File: src/rtl/vga_sync_ctrl.sv
// VGA sync/timing generator: pixel-enabled h/v counters with registered sync, blanking and pulses.
// Optional 8-bar colour test pattern on rgb when VGA_SYNC_TESTPAT_EN is defined.
module vga_sync_ctrl #(
  parameter int unsigned H_ACTIVE = 640,
  parameter int unsigned H_FRONT  = 16,
  parameter int unsigned H_SYNC   = 96,
  parameter int unsigned H_BACK   = 48,
  parameter int unsigned V_ACTIVE = 480,
  parameter int unsigned V_FRONT  = 10,
  parameter int unsigned V_SYNC   = 2,
  parameter int unsigned V_BACK   = 33,
  parameter bit          SYNC_POL = 1'b0
) (
  input  logic       clk,
  input  logic       rst_n,
  input  logic       pixel_tick,
  output logic       hsync,
  output logic       vsync,
  output logic       video_on,
  output logic [9:0] px_x,
  output logic [9:0] px_y,
  output logic       line_start,
  output logic       frame_start
`ifdef VGA_SYNC_TESTPAT_EN
  ,
  output logic [11:0] rgb
`endif
);

  localparam int unsigned H_TOTAL = H_ACTIVE + H_FRONT + H_SYNC + H_BACK;
  localparam int unsigned V_TOTAL = V_ACTIVE + V_FRONT + V_SYNC + V_BACK;

  localparam logic [9:0] HActEnd  = 10'(H_ACTIVE);
  localparam logic [9:0] HSyncBeg = 10'(H_ACTIVE + H_FRONT);
  localparam logic [9:0] HSyncEnd = 10'(H_ACTIVE + H_FRONT + H_SYNC);
  localparam logic [9:0] HLast    = 10'(H_TOTAL - 1);
  localparam logic [9:0] VActEnd  = 10'(V_ACTIVE);
  localparam logic [9:0] VSyncBeg = 10'(V_ACTIVE + V_FRONT);
  localparam logic [9:0] VSyncEnd = 10'(V_ACTIVE + V_FRONT + V_SYNC);
  localparam logic [9:0] VLast    = 10'(V_TOTAL - 1);

  typedef enum logic [1:0] {PhActive, PhFront, PhSync, PhBack} phase_e;

  logic [9:0] hcnt_q, hcnt_d;
  logic [9:0] vcnt_q, vcnt_d;
  phase_e     h_phase, v_phase;
  logic       hsync_d, vsync_d, video_on_d, line_start_d, frame_start_d;

  always_comb begin
    h_phase = PhBack;
    if (hcnt_q < HActEnd) begin
      h_phase = PhActive;
    end else if (hcnt_q < HSyncBeg) begin
      h_phase = PhFront;
    end else if (hcnt_q < HSyncEnd) begin
      h_phase = PhSync;
    end
  end

  always_comb begin
    v_phase = PhBack;
    if (vcnt_q < VActEnd) begin
      v_phase = PhActive;
    end else if (vcnt_q < VSyncBeg) begin
      v_phase = PhFront;
    end else if (vcnt_q < VSyncEnd) begin
      v_phase = PhSync;
    end
  end

  // vcnt only moves on the horizontal wrap, and wraps itself on that same tick.
  always_comb begin
    hcnt_d = hcnt_q + 10'd1;
    vcnt_d = vcnt_q;
    if (hcnt_q == HLast) begin
      hcnt_d = '0;
      vcnt_d = (vcnt_q == VLast) ? '0 : vcnt_q + 10'd1;
    end
  end

  always_comb begin
    hsync_d       = (h_phase == PhSync) ? SYNC_POL : ~SYNC_POL;
    vsync_d       = (v_phase == PhSync) ? SYNC_POL : ~SYNC_POL;
    video_on_d    = (h_phase == PhActive) && (v_phase == PhActive);
    line_start_d  = (hcnt_q == '0);
    frame_start_d = (hcnt_q == '0) && (vcnt_q == '0);
  end

`ifdef VGA_SYNC_TESTPAT_EN
  localparam logic [9:0] BarW = 10'(H_ACTIVE / 8);

  logic [9:0]  bar_idx;
  logic [11:0] rgb_d;

  always_comb begin
    bar_idx = hcnt_q / BarW;
    rgb_d   = 12'h000;
    if (video_on_d) begin
      case (bar_idx)
        10'd0:   rgb_d = 12'hFFF;
        10'd1:   rgb_d = 12'hFF0;
        10'd2:   rgb_d = 12'h0FF;
        10'd3:   rgb_d = 12'h0F0;
        10'd4:   rgb_d = 12'hF0F;
        10'd5:   rgb_d = 12'hF00;
        10'd6:   rgb_d = 12'h00F;
        default: rgb_d = 12'h000;
      endcase
    end
  end
`endif

  // Reset wins over a coincident pixel_tick.
  always_ff @(posedge clk) begin
    if (!rst_n) begin
      hcnt_q      <= '0;
      vcnt_q      <= '0;
      hsync       <= ~SYNC_POL;
      vsync       <= ~SYNC_POL;
      video_on    <= 1'b0;
      px_x        <= '0;
      px_y        <= '0;
      line_start  <= 1'b0;
      frame_start <= 1'b0;
`ifdef VGA_SYNC_TESTPAT_EN
      rgb         <= 12'h000;
`endif
    end else if (pixel_tick) begin
      hcnt_q      <= hcnt_d;
      vcnt_q      <= vcnt_d;
      hsync       <= hsync_d;
      vsync       <= vsync_d;
      video_on    <= video_on_d;
      px_x        <= hcnt_q;
      px_y        <= vcnt_q;
      line_start  <= line_start_d;
      frame_start <= frame_start_d;
`ifdef VGA_SYNC_TESTPAT_EN
      rgb         <= rgb_d;
`endif
    end
  end

endmodule

File: config.mk
export PLATFORM = sky130hd
export DESIGN_NAME = vga_sync_ctrl
export DESIGN_NICKNAME = d
export VERILOG_FILES = /design/src/rtl/vga_sync_ctrl.sv
export SDC_FILE = /design/constraint.sdc
export NUM_CORES = 1
export LEC_CHECK = 0
export BUFFER_PORTS_ARGS = -buffer_cell sky130_fd_sc_hd__clkbuf_2
export CORE_MARGIN = 10
export CORE_UTILIZATION = 30
export CTS_BUF_LIST = sky130_fd_sc_hd__clkbuf_4
export DETAILED_ROUTE_END_ITERATION = 8
export HOLD_SLACK_MARGIN = 0.15
export PLACE_DENSITY_LB_ADDON = 0.05
export SLEW_MARGIN = 20
export SYNTH_ARGS = -nofsm -noshare
export SYNTH_HDL_FRONTEND = slang
export SYNTH_SLANG_ARGS = --single-unit
File: constraint.sdc
create_clock -name clk -period 3 [get_ports clk]
set_input_delay 0.15 -clock clk [delete_from_list [all_inputs] [get_ports clk]]
set_output_delay 0.15 -clock clk [all_outputs]
set_load 0.02 [all_outputs]
# Word level (Yosys, flattened, before mapping)
# Cells that the tools add are included.
# Widths: inputs -> output; s select.
[totals] in_bits=3 elab_cells=38 reg_bits=45 out_inout_bits=25
[classes] order_cmp=6 reduce_logical=7 add_sub_neg=2 muxes=10 eq_ne=4
[ops] cell="$lt 10x10->1 const B" count=3
[ops] cell="$lt 10x9->1 const B" count=3
[ops] cell="$add 10x1->10 const B" count=2
[ops] cell="$eq 10x10->1 const B" count=2
[ops] cell="$logic_not 10->1" count=2
[ops] cell="$mux 10" count=2
[ops] cell="$mux 2" count=4
[ops] cell="$eq 2x2->1 const B" count=2
[ops] cell="$logic_not 2->1" count=2
[ops] cell="$mux 1" count=4
[ops] cell="$logic_and 1x1->1" count=2
[ops] cell="$reduce_and 2->1" count=1

# Longest topological paths before layout
[logic_depth] ltp_word=6 mapped_depth=6 ltp_nobuf=6

# Worst setup path before layout
# Ideal clock, no wire load.
[synth_path] path_type="flip-flop to flip-flop" startpoint="reg hcnt_q[0]" endpoint="reg vcnt_q[9]" setup_time_ns=0.070 synth_period_minus_slack_ns=1.502 slack_ns=1.498 t_arrival_ns=1.431 path_stages_with_launch=6 cell_sequence="dfxtp_1 > ha_1 > and4_1 > nand4_2 > or3_1 > a21oi_1"
[synth_via] elab_chain_cells=2
[synth_rtl] element="start: declaration" line="44" source="logic [9:0] hcnt_q, hcnt_d;"
[synth_rtl] element="start signal: assignment" line="129" source="hcnt_q <= hcnt_d;"
[synth_rtl] element="$eq 10x10->1" line="75" source="if (hcnt_q == HLast) begin"
[synth_rtl] element="$reduce_and 2->1 (no source line)"
[synth_rtl] element="end signal: assignment" line="130" source="vcnt_q <= vcnt_d;"
[synth_rtl] element="end: declaration" line="45" source="logic [9:0] vcnt_q, vcnt_d;"
# Every way passes these cells.
# A chain may end at the register's enable or synchronous reset.

# Worst setup path after layout
# Ends and elaborated chain as after synthesis.

==> flow_metrics.py <==
metrics = {
    "status": {
        "outcome": "complete, no violations",
    },
    "timing": {
        "timing.final.crit_share_pct": 58.1,
        "setup-violations-final": 0,
        "worst_slew_margin_rel_pct": 53.2,
        "drv_slew": 0,
        "total_count_of_hold_check_failures_in_the_final_report": 0,
        "hold-worst-slack_ns": 0.379,
        "achievable-frequency_mhz": 573,
        "rsz0062_at_grt": "false",
        "final.setup.tns_ns": 0,
        "finalClockSkew_ns": 0.00625,
        "max_slew.worst_pin.slew_ns": 0.702,
        "fin_crit_ns": 1.74,
    },
    "clock_network": {
        "holdBufCountCts": 0,
        "clock_net_sink_count": 45,
        "worst_skew_pair.late_latency_ns": 0.36,
        "ctsLongestPathBuffers": 2,
        "ctsResizeCount": 0,
        "cts_htree_levels": 2,
        "cts_buffers": 5,
        "worst_setup_hold_path_clk_slew_ns": 0.13,
        "cts_setup_buffers": 0,
        "tritoncts": "done",
        "clockRootBuffer": "sky130_fd_sc_hd__clkbuf_4",
    },
    "power": {
        "p_sw_share_pct": 22.9,
        "p_sw_mw": 0.241,
        "pwr-share-seq_pct": 57.9,
        "powerDensity_nw_per_um2": 448,
        "pwr-share-clk_pct": 36.4,
        "intPower_mw": 0.811,
        "comb_power_share_pct": 5.7,
        "vdd.ir_drop.worst_uv": 160,
        "power_leakage_nw": 0.922,
    },
    "worst_setup_path": {
        "worst-endpoint-required_ns": 3.29,
        "reg2reg_depth": 5,
        "critical_path.startpoint_type": "flip-flop",
        "cp_endpoint_kind": "flip-flop",
        "cp.arrival_ns": 2.04,
        "regToRegSetupSlack_ns": 1.26,
        "path_class": "reg -> reg",
        "critPathMaxFanout": 5,
    },
    "die": {
        "floorplan.die.width_um": 104,
        "fp.dieH_um": 104,
        "start_util_pct": 30.8,
        "core-area_um2": 6790,
        "io_pins": 28,
        "design.die.area_um2": 10700,
        "core.rowCount": 30,
    },
    "synthesis": {
        "synth_warnings": 0,
        "synthArstFlopShare_pct": 0,
        "avgSynthCellArea_um2": 9.38,
        "number_of_enable_type_register_cells_in_the_synthesized_netlist": 0,
        "synth_seq_cells": 45,
        "synth_area_leaders": "sky130_fd_sc_hd__dfxtp_1, sky130_fd_sc_hd__mux2i_1, sky130_fd_sc_hd__nor2b_1",
        "synth_sequential_area_ratio_pct": 43.1,
        "synth_fp_nets": 230,
        "netlist.top_cell.by_area": "sky130_fd_sc_hd__dfxtp_1",
        "yosys.area.top_type_share_pct": 43.1,
        "synth.distinct_cells": 40,
        "synth_top_flop_cell": "sky130_fd_sc_hd__dfxtp_1",
        "syn_area_um2": 2090,
        "post_syn_instances": 223,
    },
    "routing": {
        "initialDrtViolationCount": 48,
        "post_drt_via_cell_ratio": 4.64,
        "remaining_drc_errors": 0,
        "drt_first_pass_iters": 4,
        "routed_wire_length_per_instance_um": 14.4,
        "drt-total-wl_um": 4860,
        "postRouteAntennaNets": 0,
        "dr_total_vias": 1567,
    },
    "final_layout": {
        "final.fill_count": 723,
        "finish.net_count": 248,
        "drive_gt1_share_pct": 16.9,
        "antenna_cells": 0,
        "area_delta_synth_final_pct": 12.2,
    },
    "place": {
        "dp_hpwl_um": 3390,
        "gp_congestion": 0.755,
        "io_buffer_count": 27,
    },
    "worst_hold_path": {
        "hold_path_depth": 3,
        "worstHoldPathType": "in -> reg",
    },
    "job": {
        "cap_viol_max_count": 0,
    },
    "global_routing": {
        "grt_start_max_net_pins": 39,
        "vias_in_the_first_global_route": 1482,
        "global_route.usage.total_pct": 8.93,
        "overflow": 0,
        "initial_antenna_violation_count": 0,
        "grt_pass1_wl_um": 8110,
    },
}
## critical path, cell delays in order, from the launching register on
cell and delay (ns):
sky130_fd_sc_hd__dfxtp_1 0.43, sky130_fd_sc_hd__ha_1 0.23, sky130_fd_sc_hd__and4_1 0.30, sky130_fd_sc_hd__nand4_2 0.20
sky130_fd_sc_hd__or3_1 0.38, sky130_fd_sc_hd__a21oi_1 0.14
## power by group through the flow
stage	Combinational, mW	Sequential [mW]	Clock (mW)
6_report	0.0595	0.609	0.383
5_1_grt	0.0659	0.611	0.420
4_1_cts	0.0609	0.610	0.401
3_5_place_dp	0.0604	0.623	0
3_3_place_gp	0.0607	0.623	0
2_1_floorplan	0.0401	0.628	0
## cell usage in the layout (no fill, tap or decap), drive strengths merged, types with 2 or more instances in the layout
cell type and n:
o21ai 11, nand4b 3, ha 4, nand3 11, dfxtp 45, and2 5, nor4b 3, xor2 5
or3 3, nor2 12, nor3 2, clkbuf 33, and4 2, mux2i 20, nor2b 21, o311ai 2
nand2b 5, nand4 9, xnor2 6, nor4 3, nand2 10, a21oi 4, inv 7, and3 4
a21boi 3
## routing by layer
metal  routed length, um  GRT usage, %  vias to the layer above  part of all wire [%]
li1                    -             -                      808                     -
met1                2780          13.9                      728                    57
met2                1870          11.1                       26                    38
met3                 158          2.42                        5                   3.2
met4                  60          2.72                        0                   1.2
met5                   0             0                        -                     0
## through the flow
step | worst slack [ns] | cell area (um^2) | power [mW] | instances | util (%)
after floorplan | 1.50 | 2090 | 0.668 | 223 | -
after global routing | 1.08 | 2350 | 1.10 | 338 | 34.5
after detailed placement | 1.21 | 2270 | 0.683 | 330 | 33.4
after global placement | 1.26 | 2270 | 0.683 | 330 | 33.4
after CTS | 1.25 | 2350 | 1.07 | 338 | 34.5
final | 1.26 | 2350 | 1.05 | 338 | 34.5
## sequential cells by signal (all words and copies together), names as in the netlist
name / cells
frame_start: 1
video_on: 1
hsync: 1
px_x: 10
line_start: 1
px_y: 10
vsync: 1
vcnt_q: 10
hcnt_q: 10
## cell families after synthesis
kind of cell / share of synthesized area, %
adders and majority gates: 2.39
DFF: 43.1
AOI/OAI and AO/OA: 6.40
and+or+nand+nor: 28.6
xor gates and xnor gates: 4.61
muxes: 9.57
buffers and inverters: 5.38
## final cells by class
class                           instances  area, um^2  share of cell area [%]
Multi-Input combinational cell        154        1080                    45.9
Inverter                                7        26.3                    1.12
Timing Repair Buffer                   28         143                    6.08
Tap cell                               96         120                    5.12
Clock inverter                          2        33.8                    1.44
Clock buffer                            6        45.0                    1.92
Sequential cell                        45         901                    38.4
## Yosys cell counts (5+ instances only)
library cell and n:
sky130_fd_sc_hd__dfxtp_1 45, sky130_fd_sc_hd__nor2b_1 21, sky130_fd_sc_hd__mux2i_1 20, sky130_fd_sc_hd__nor2_1 12, sky130_fd_sc_hd__nand3_1 11, sky130_fd_sc_hd__nand2_1 10, sky130_fd_sc_hd__buf_2 9, sky130_fd_sc_hd__nand4_1 8
sky130_fd_sc_hd__inv_1 7, sky130_fd_sc_hd__o21ai_0 6, sky130_fd_sc_hd__xnor2_1 6, sky130_fd_sc_hd__and2_1 5, sky130_fd_sc_hd__clkbuf_1 5, sky130_fd_sc_hd__nand2b_1 5, sky130_fd_sc_hd__xor2_1 5
## final timing paths
path	startpoint	endpoint
worst max-delay path	hcnt_q[0]	vcnt_q[9]
worst min-delay path	pixel_tick	hsync
worst max register to register	hcnt_q[0]	vcnt_q[9]
worst min register to register	line_start	line_start
Power figures use the tool's default switching activity.
